[config.mk]
export PLATFORM = sky130hd
export DESIGN_NAME = gshare_pht_ctrl
export DESIGN_NICKNAME = d
export VERILOG_FILES = /design/src/rtl/bp_pkg.sv /design/src/rtl/gshare_index_hash.sv /design/src/rtl/gshare_pht_ctrl.sv
export SDC_FILE = /design/constraint.sdc
export NUM_CORES = 1
export LEC_CHECK = 0
export ABC_AREA = 1
export BUFFER_PORTS_ARGS = -buffer_cell sky130_fd_sc_hd__buf_2
export CAP_MARGIN = 20
export CORE_UTILIZATION = 42
export CTS_BUF_LIST = sky130_fd_sc_hd__clkbuf_4
export DETAILED_ROUTE_END_ITERATION = 12
export GPL_ROUTABILITY_DRIVEN = 1
export PLACE_DENSITY = 0.86
export SLEW_MARGIN = 40
export SYNTH_ARGS = -nofsm -noshare
export SYNTH_HDL_FRONTEND = slang
export SYNTH_HIERARCHICAL = 1
export SYNTH_SLANG_ARGS = --single-unit
[constraint.sdc]
create_clock -name clk -period 2.33 [get_ports clk]
set_input_delay 0.466 -clock clk [delete_from_list [all_inputs] [get_ports clk]]
set_output_delay 0.466 -clock clk [all_outputs]
set_load 0.01 [all_outputs]
[src/rtl/bp_pkg.sv]
// bp_pkg: shared branch-predictor counter type, encodings, update FSM states and saturating update
package bp_pkg;
  typedef logic [1:0] counter_t;
  typedef enum logic {IDLE, WR} upd_state_t;
  localparam counter_t SNT = 2'd0;
  localparam counter_t WNT = 2'd1;
  localparam counter_t WT  = 2'd2;
  localparam counter_t ST  = 2'd3;
  function automatic counter_t sat_update(counter_t c, logic taken);
    return taken ? ((c == ST) ? ST : c + 2'd1) : ((c == SNT) ? SNT : c - 2'd1);
  endfunction
endpackage

[src/rtl/gshare_index_hash.sv]
// gshare_index_hash: folds the word-aligned fetch PC with the global history into a PHT index
module gshare_index_hash #(
  parameter int S_INDEX = 4
) (
  input  logic [31:0]        pc,
  input  logic [S_INDEX-1:0] ghr,
  output logic [S_INDEX-1:0] index
);
  logic unused_pc;
  assign unused_pc = ^{pc[31:S_INDEX+2], pc[1:0]};
  assign index = pc[S_INDEX+1:2] ^ ghr;
endmodule

[src/rtl/gshare_pht_ctrl.sv]
// gshare_pht_ctrl: gshare PHT controller; port 0 predicts, port 1 does read-modify-write counter updates
module gshare_pht_ctrl import bp_pkg::*; #(
  parameter int S_INDEX = 4,
  parameter int WIDTH   = 2
) (
  input  logic               clk,
  input  logic               rst,
  input  logic               pred_valid,
  input  logic [31:0]        pred_pc,
  output logic               pred_resp_valid,
  output logic               pred_taken,
  output logic [S_INDEX-1:0] pred_index,
  input  logic               upd_valid,
  output logic               upd_ready,
  input  logic [S_INDEX-1:0] upd_index,
  input  logic               upd_taken,
  output logic [S_INDEX-1:0] ghr,
  output logic               arr_csb0,
  output logic               arr_web0,
  output logic [S_INDEX-1:0] arr_addr0,
  output logic [WIDTH-1:0]   arr_din0,
  input  logic [WIDTH-1:0]   arr_dout0,
  output logic               arr_csb1,
  output logic               arr_web1,
  output logic [S_INDEX-1:0] arr_addr1,
  output logic [WIDTH-1:0]   arr_din1,
  input  logic [WIDTH-1:0]   arr_dout1
);
  if (WIDTH != 2) begin : g_bad_width
    $error("gshare_pht_ctrl: WIDTH must be 2");
  end
  upd_state_t state, state_n;
  logic p_v, fwd_v, u_taken, accept;
  logic [S_INDEX-1:0] p_idx, u_idx, fwd_idx, hash_idx;
  counter_t fwd_data, new_c, rd_c;
  gshare_index_hash #(.S_INDEX(S_INDEX)) u_hash (.pc(pred_pc), .ghr(ghr), .index(hash_idx));
  assign arr_csb0 = 1'b0;
  assign arr_web0 = 1'b1;
  assign arr_addr0 = hash_idx;
  assign arr_din0 = '0;
  assign arr_csb1 = 1'b0;
  assign arr_din1 = new_c;
  assign pred_resp_valid = p_v;
  assign pred_index = p_idx;
  // The array cannot yet show a write driven in the same cycle as the prediction read
  assign rd_c = (fwd_v && fwd_idx == p_idx) ? fwd_data : arr_dout0;
  assign pred_taken = rd_c >= WT;
  assign new_c = sat_update(arr_dout1, u_taken);
  assign accept = upd_ready && upd_valid;
  always_comb begin
    upd_ready = (state == IDLE) && !rst;
    arr_web1 = state != WR;
    arr_addr1 = (state == WR) ? u_idx : upd_index;
    state_n = (state == IDLE && upd_valid && !rst) ? WR : IDLE;
  end
  always_ff @(posedge clk) begin
    if (rst) begin
      state <= IDLE;
      ghr <= '0;
      p_v <= 1'b0;
      fwd_v <= 1'b0;
    end else begin
      state <= state_n;
      p_v <= pred_valid;
      fwd_v <= state == WR;
      if (accept) ghr <= {ghr[S_INDEX-2:0], upd_taken};
    end
    p_idx <= hash_idx;
    fwd_idx <= u_idx;
    fwd_data <= new_c;
    if (accept) begin
      u_idx <= upd_index;
      u_taken <= upd_taken;
    end
  end
endmodule

### Word level (Yosys, flattened, before mapping)

Cells that the tools add are included.

| cells by class | value |
|---|---|
| $add $sub $neg | 2 |
| $lt $le $gt $ge | 1 |
| eq/ne operators | 2 |
| muxes and demuxes | 6 |
| bitwise logic cells | 2 |
| reductions and logical operators | 7 |

Operator list:

| operator | number |
|---|---|
| 2-bit 2-to-1 mux | 4 |
| 1-bit logical AND | 5 |
| 4-bit == test | 1 |
| 4-bit 2-to-1 mux | 1 |
| 4-bit bitwise XOR | 1 |
| 2-bit by 1-bit adder with 2-bit output, second input constant | 1 |
| 2-bit == test, second input constant | 1 |
| 2-bit greater-or-equal comparator, second input constant | 1 |
| 2-bit logical NOT | 1 |
| 2-bit by 1-bit subtractor with 2-bit output, second input constant | 1 |
| 1-bit logical NOT | 1 |
| 1-bit 2-to-1 mux | 1 |
| 1-bit NOT | 1 |

| word-level totals | value |
|---|---|
| flip-flop bits (word level) | 22 |
| input bits | 45 |
| output and inout bits | 27 |
| logic and storage cells | 29 |

### Longest topological paths before layout

| logic depth | value |
|---|---|
| word-level depth | 4 |
| mapped depth | 7 |

### Modules after synthesis

The synthesis kept the hierarchy.

Modules (own cells, without submodules):

| module | instances | cells an instance | area each (µm²) | sequential area each (µm²) |
|---|---|---|---|---|
| gshare_pht_ctrl | 1 | 86 | 794.5 | 470.5 |
| gshare_index_hash | 1 | 20 | 75.1 | 0.0 |

### Worst setup path after synthesis

Ideal clock, no wire load.

| path | value |
|---|---|
| path type | reg-to-output |
| start point | reg p_idx[0] (netlist: pred_index[0]) |
| end point | out pred_taken |
| arrival time | 824 ps |
| setup slack | 1040 ps |
| cell stages (with the launch flop) | 8 |
| path buffers | 0 |
| path through | dfxtp_1 -> inv_1 -> nand2_1 -> nand2_1 -> nor2_1 -> nand3_1 -> nand2_1 -> nand2_1 |

| between the ends | value |
|---|---|
| longest elaborated chain between the ends | 4 |

Ends and longest elaborated chain:

| item | line | RTL |
|---|---|---|
| from (decl) | gshare_pht_ctrl.sv:34 | `logic [S_INDEX-1:0] p_idx, u_idx, fwd_idx, hash_idx;` |
| from (signal assigned) | gshare_pht_ctrl.sv:68 | `p_idx <= hash_idx;` |
| 4-bit == test | gshare_pht_ctrl.sv:46 | `assign rd_c = (fwd_v && fwd_idx == p_idx) ? fwd_data : arr_dout0;` |
| 1-bit logical AND | gshare_pht_ctrl.sv:46 |  |
| 2-bit 2-to-1 mux | gshare_pht_ctrl.sv:46 |  |
| 2-bit greater-or-equal comparator | gshare_pht_ctrl.sv:47 | `assign pred_taken = rd_c >= WT;` |
| to (decl) | gshare_pht_ctrl.sv:11 | `output logic pred_taken,` |

Every way passes these cells.

### Worst setup path after layout

Same ends and word-level chain as after synthesis.

==> reports/results.tsv <==
stage	metric	value	unit
placement	dp_hpwl	1310	um
job	maxCapViolations	0	
timing	fin_crit_sh	73.3	%
synthesis	synth-async-reset-ratio	0	%
synthesis	yosysUniqueCellTypes	19	
setup_path	crit_arrival	1.24	ns
routing	totalWireLength	1640	um
routing	postRouteAntennaNets	0	
clocking	cts_tree	yes	
setup_path	crit_top_cell	nand2_1	
outcome	outcome	completed	
die	fp.dieW	47.5	um
setup_path	path_cells	inv_1 > nand2_1 > nand2_1 > nor2_1 > nand3_1 > nand2_1 > nand2_1 > buf_2	
setup_path	crit_type	register to output port	
timing	drv_slew	0	
cells_and_area	area_growth	25.0	%
die	die_area	2260	um^2
global_route	grt_antenna_before_repair	0	
die	start_util	44.3	%
synthesis	yosysWarnings	6	
placement	port_buffers	37	
synthesis	ys_ff_latch	21	
routing	remaining_drc_errors	0	
cells_and_area	n_fill_cell	209	
synthesis	yosysMostFrequentCell	nand2_1	
clocking	clkSinkCount	21	
cells_and_area	antenna_cells	0	
timing	fin_setup_tns	0	ns
setup_path	crit_buf_inv	2	
placement	gp_congestion	0.762	
cells_and_area	drive_gt1_share	31.9	%
synthesis	synth_top_area_share	36.8	%
cells_and_area	design_area	1090	um^2
setup_path	crit_required	1.86	ns
routing	first_pass_iters	4	
global_route	grt_pass1_vias	604	
synthesis	yosys.area.top_type	dfxtp_1	
die	fp.coreArea	1960	um^2
synthesis	synth_area_leaders	dfxtp_1, edfxtp_1, nand2_1	
synthesis	ys.flop_type	dfxtp_1	
timing	setup_viol	0	
setup_path	cp_top_family	simple AND/OR/NAND/NOR gates	
power	vdd_drop_max	0.414	mV
global_route	overflow	0	
setup_path	r2r_slack	1.25	ns
setup_path	critPathCaptureType	output port	
global_route	grt_use_total	15.4	%
clocking	postCtsSetupRepairBufs	0	
synthesis	avgSynthCellArea	8.20	um^2
die	rows	16	
global_route	grt_pass1_wl	2400	um
clocking	hold_buffers	0	
routing	routed-via-count	760	
clocking	clockBufferDepth	2	
timing	rsz0062_at_grt	false	
setup_path	worstPathMaxFanout	3	
clocking	cts_buffers	3	
global_route	grt_max_degree	12	
die	die_y	47.5	um
die	ios	72	
clocking	cts_resized	0	
clocking	htree_levels	1	
routing	vias_per_cell	4.44	
setup_path	crit_slowest_cell	dfxtp_1	
synthesis	seq_area_frac_synth	54.1	%
cells_and_area	nets	190	
power	powerDensity	633	nW/um^2
synthesis	netlist_area	870	um^2
routing	drt-wirelength-per-cell	9.58	um
clocking	cts_root_buf	clkbuf_4	
timing	fin_crit	1.71	ns
clocking	clk_latency	0.29	ns
timing	fmax	0.585	GHz
synthesis	synth_edf_count	5	
setup_path	crit_path_max_incr_delay	0.37	ns
placement	placed_area	1060	um^2
hold_path	min_path_type	input port to register	
timing	hold_viol	0	
power	leakage	0.000582	uW
synthesis	synth.top_cells.by_count	nand2_1, dfxtp_1, inv_1	
setup_path	start_kind	register	
clocking	clk_pin_slew	0.11	ns
synthesis	synthCells	106	
routing	first_iter_violations	16	
timing	clock_skew	0.00362	ns
[cell usage in the layout, fill, tap and decap left out, drive strengths merged, types with 2 or more instances in the layout]
master and n:
buf 37, o21ai 4, a21oi 2, dfxtp 16
nand2 40, edfxtp 5, clkbuf 4, conb 5
nor2 10, inv 16
[worst register-to-register path, cell delays in order, from the launching register on]
cell and delay [ns]:
dfxtp_1 0.40, inv_4 0.12, nand2_4 0.08, nor2_8 0.19
[logic make-up (layout without fill, tap and decap cells)]
family	Yosys count	count (layout)	share of synthesized area (%)
compound gates	8	8	6.33
xor+xnor	1	1	1.01
buf+inv	22	57	12.1
flops	21	21	54.1
other cells	2	5	0.864
simple gates	52	52	25.6
[per-layer routing]
| metal | share of wire (%) | track usage [%] | wire length, um |
|---|---|---|---|
| met5 | 0 | 0 | 0 |
| met4 | 0.73 | 8.57 | 12 |
| met1 | 43 | 18.3 | 712 |
| met2 | 49 | 26.3 | 807 |
| met3 | 6.5 | 2.64 | 107 |
[flip-flops by register name, summed over array words and instances, names as in the netlist]
| signal | flops |
|---|---|
| fwd_idx | 4 |
| ghr | 4 |
| pred_index | 4 |
| u_idx | 4 |
| fwd_data | 1 |
| fwd_v | 1 |
| pred_resp_valid | 1 |
| state | 1 |
| u_taken | 1 |
[final cells by class]
class                      count  area (um^2)  share of cell area (%)
inverter                      16         62.6                    5.75
tap                           27         33.8                    3.11
timing repair buffer          37          185                    17.0
multi-input combinational     66          305                    28.1
clock buffer                   4         30.0                    2.76
sequential                    21          470                    43.3
[metrics by stage]
stage / instances / setup slack [ns] / hold WS, ns / power [uW] / utilization [%]
after floorplan: 109 / 1.04 / 0.348 / 476 / -
after global placement: 167 / 0.926 / 0.361 / 514 / 53.9
after detailed placement: 167 / 0.920 / 0.366 / 519 / 53.9
after CTS: 171 / 0.606 / 0.350 / 693 / 55.4
after global routing: 171 / 0.484 / 0.349 / 719 / 55.4
final: 171 / 0.622 / 0.359 / 688 / 55.4
[final timing paths]
check | start | endpoint | cells after the start
worst max-delay path | pred_index[0] | pred_taken | 8
worst min-delay path | upd_index[2] | u_idx[2] | 1
worst max register to register | state | u_taken | 3
worst min register to register | u_idx[3] | fwd_idx[3] | 0
[where the power goes]
group | total, uW | internal, uW | switching [uW]
Sequential | 404 | 392 | 12.2
Clock | 178 | 78.2 | 99.3
Combinational | 107 | 42.7 | 63.9
No activity file was read; power rests on OpenSTA's default activity.
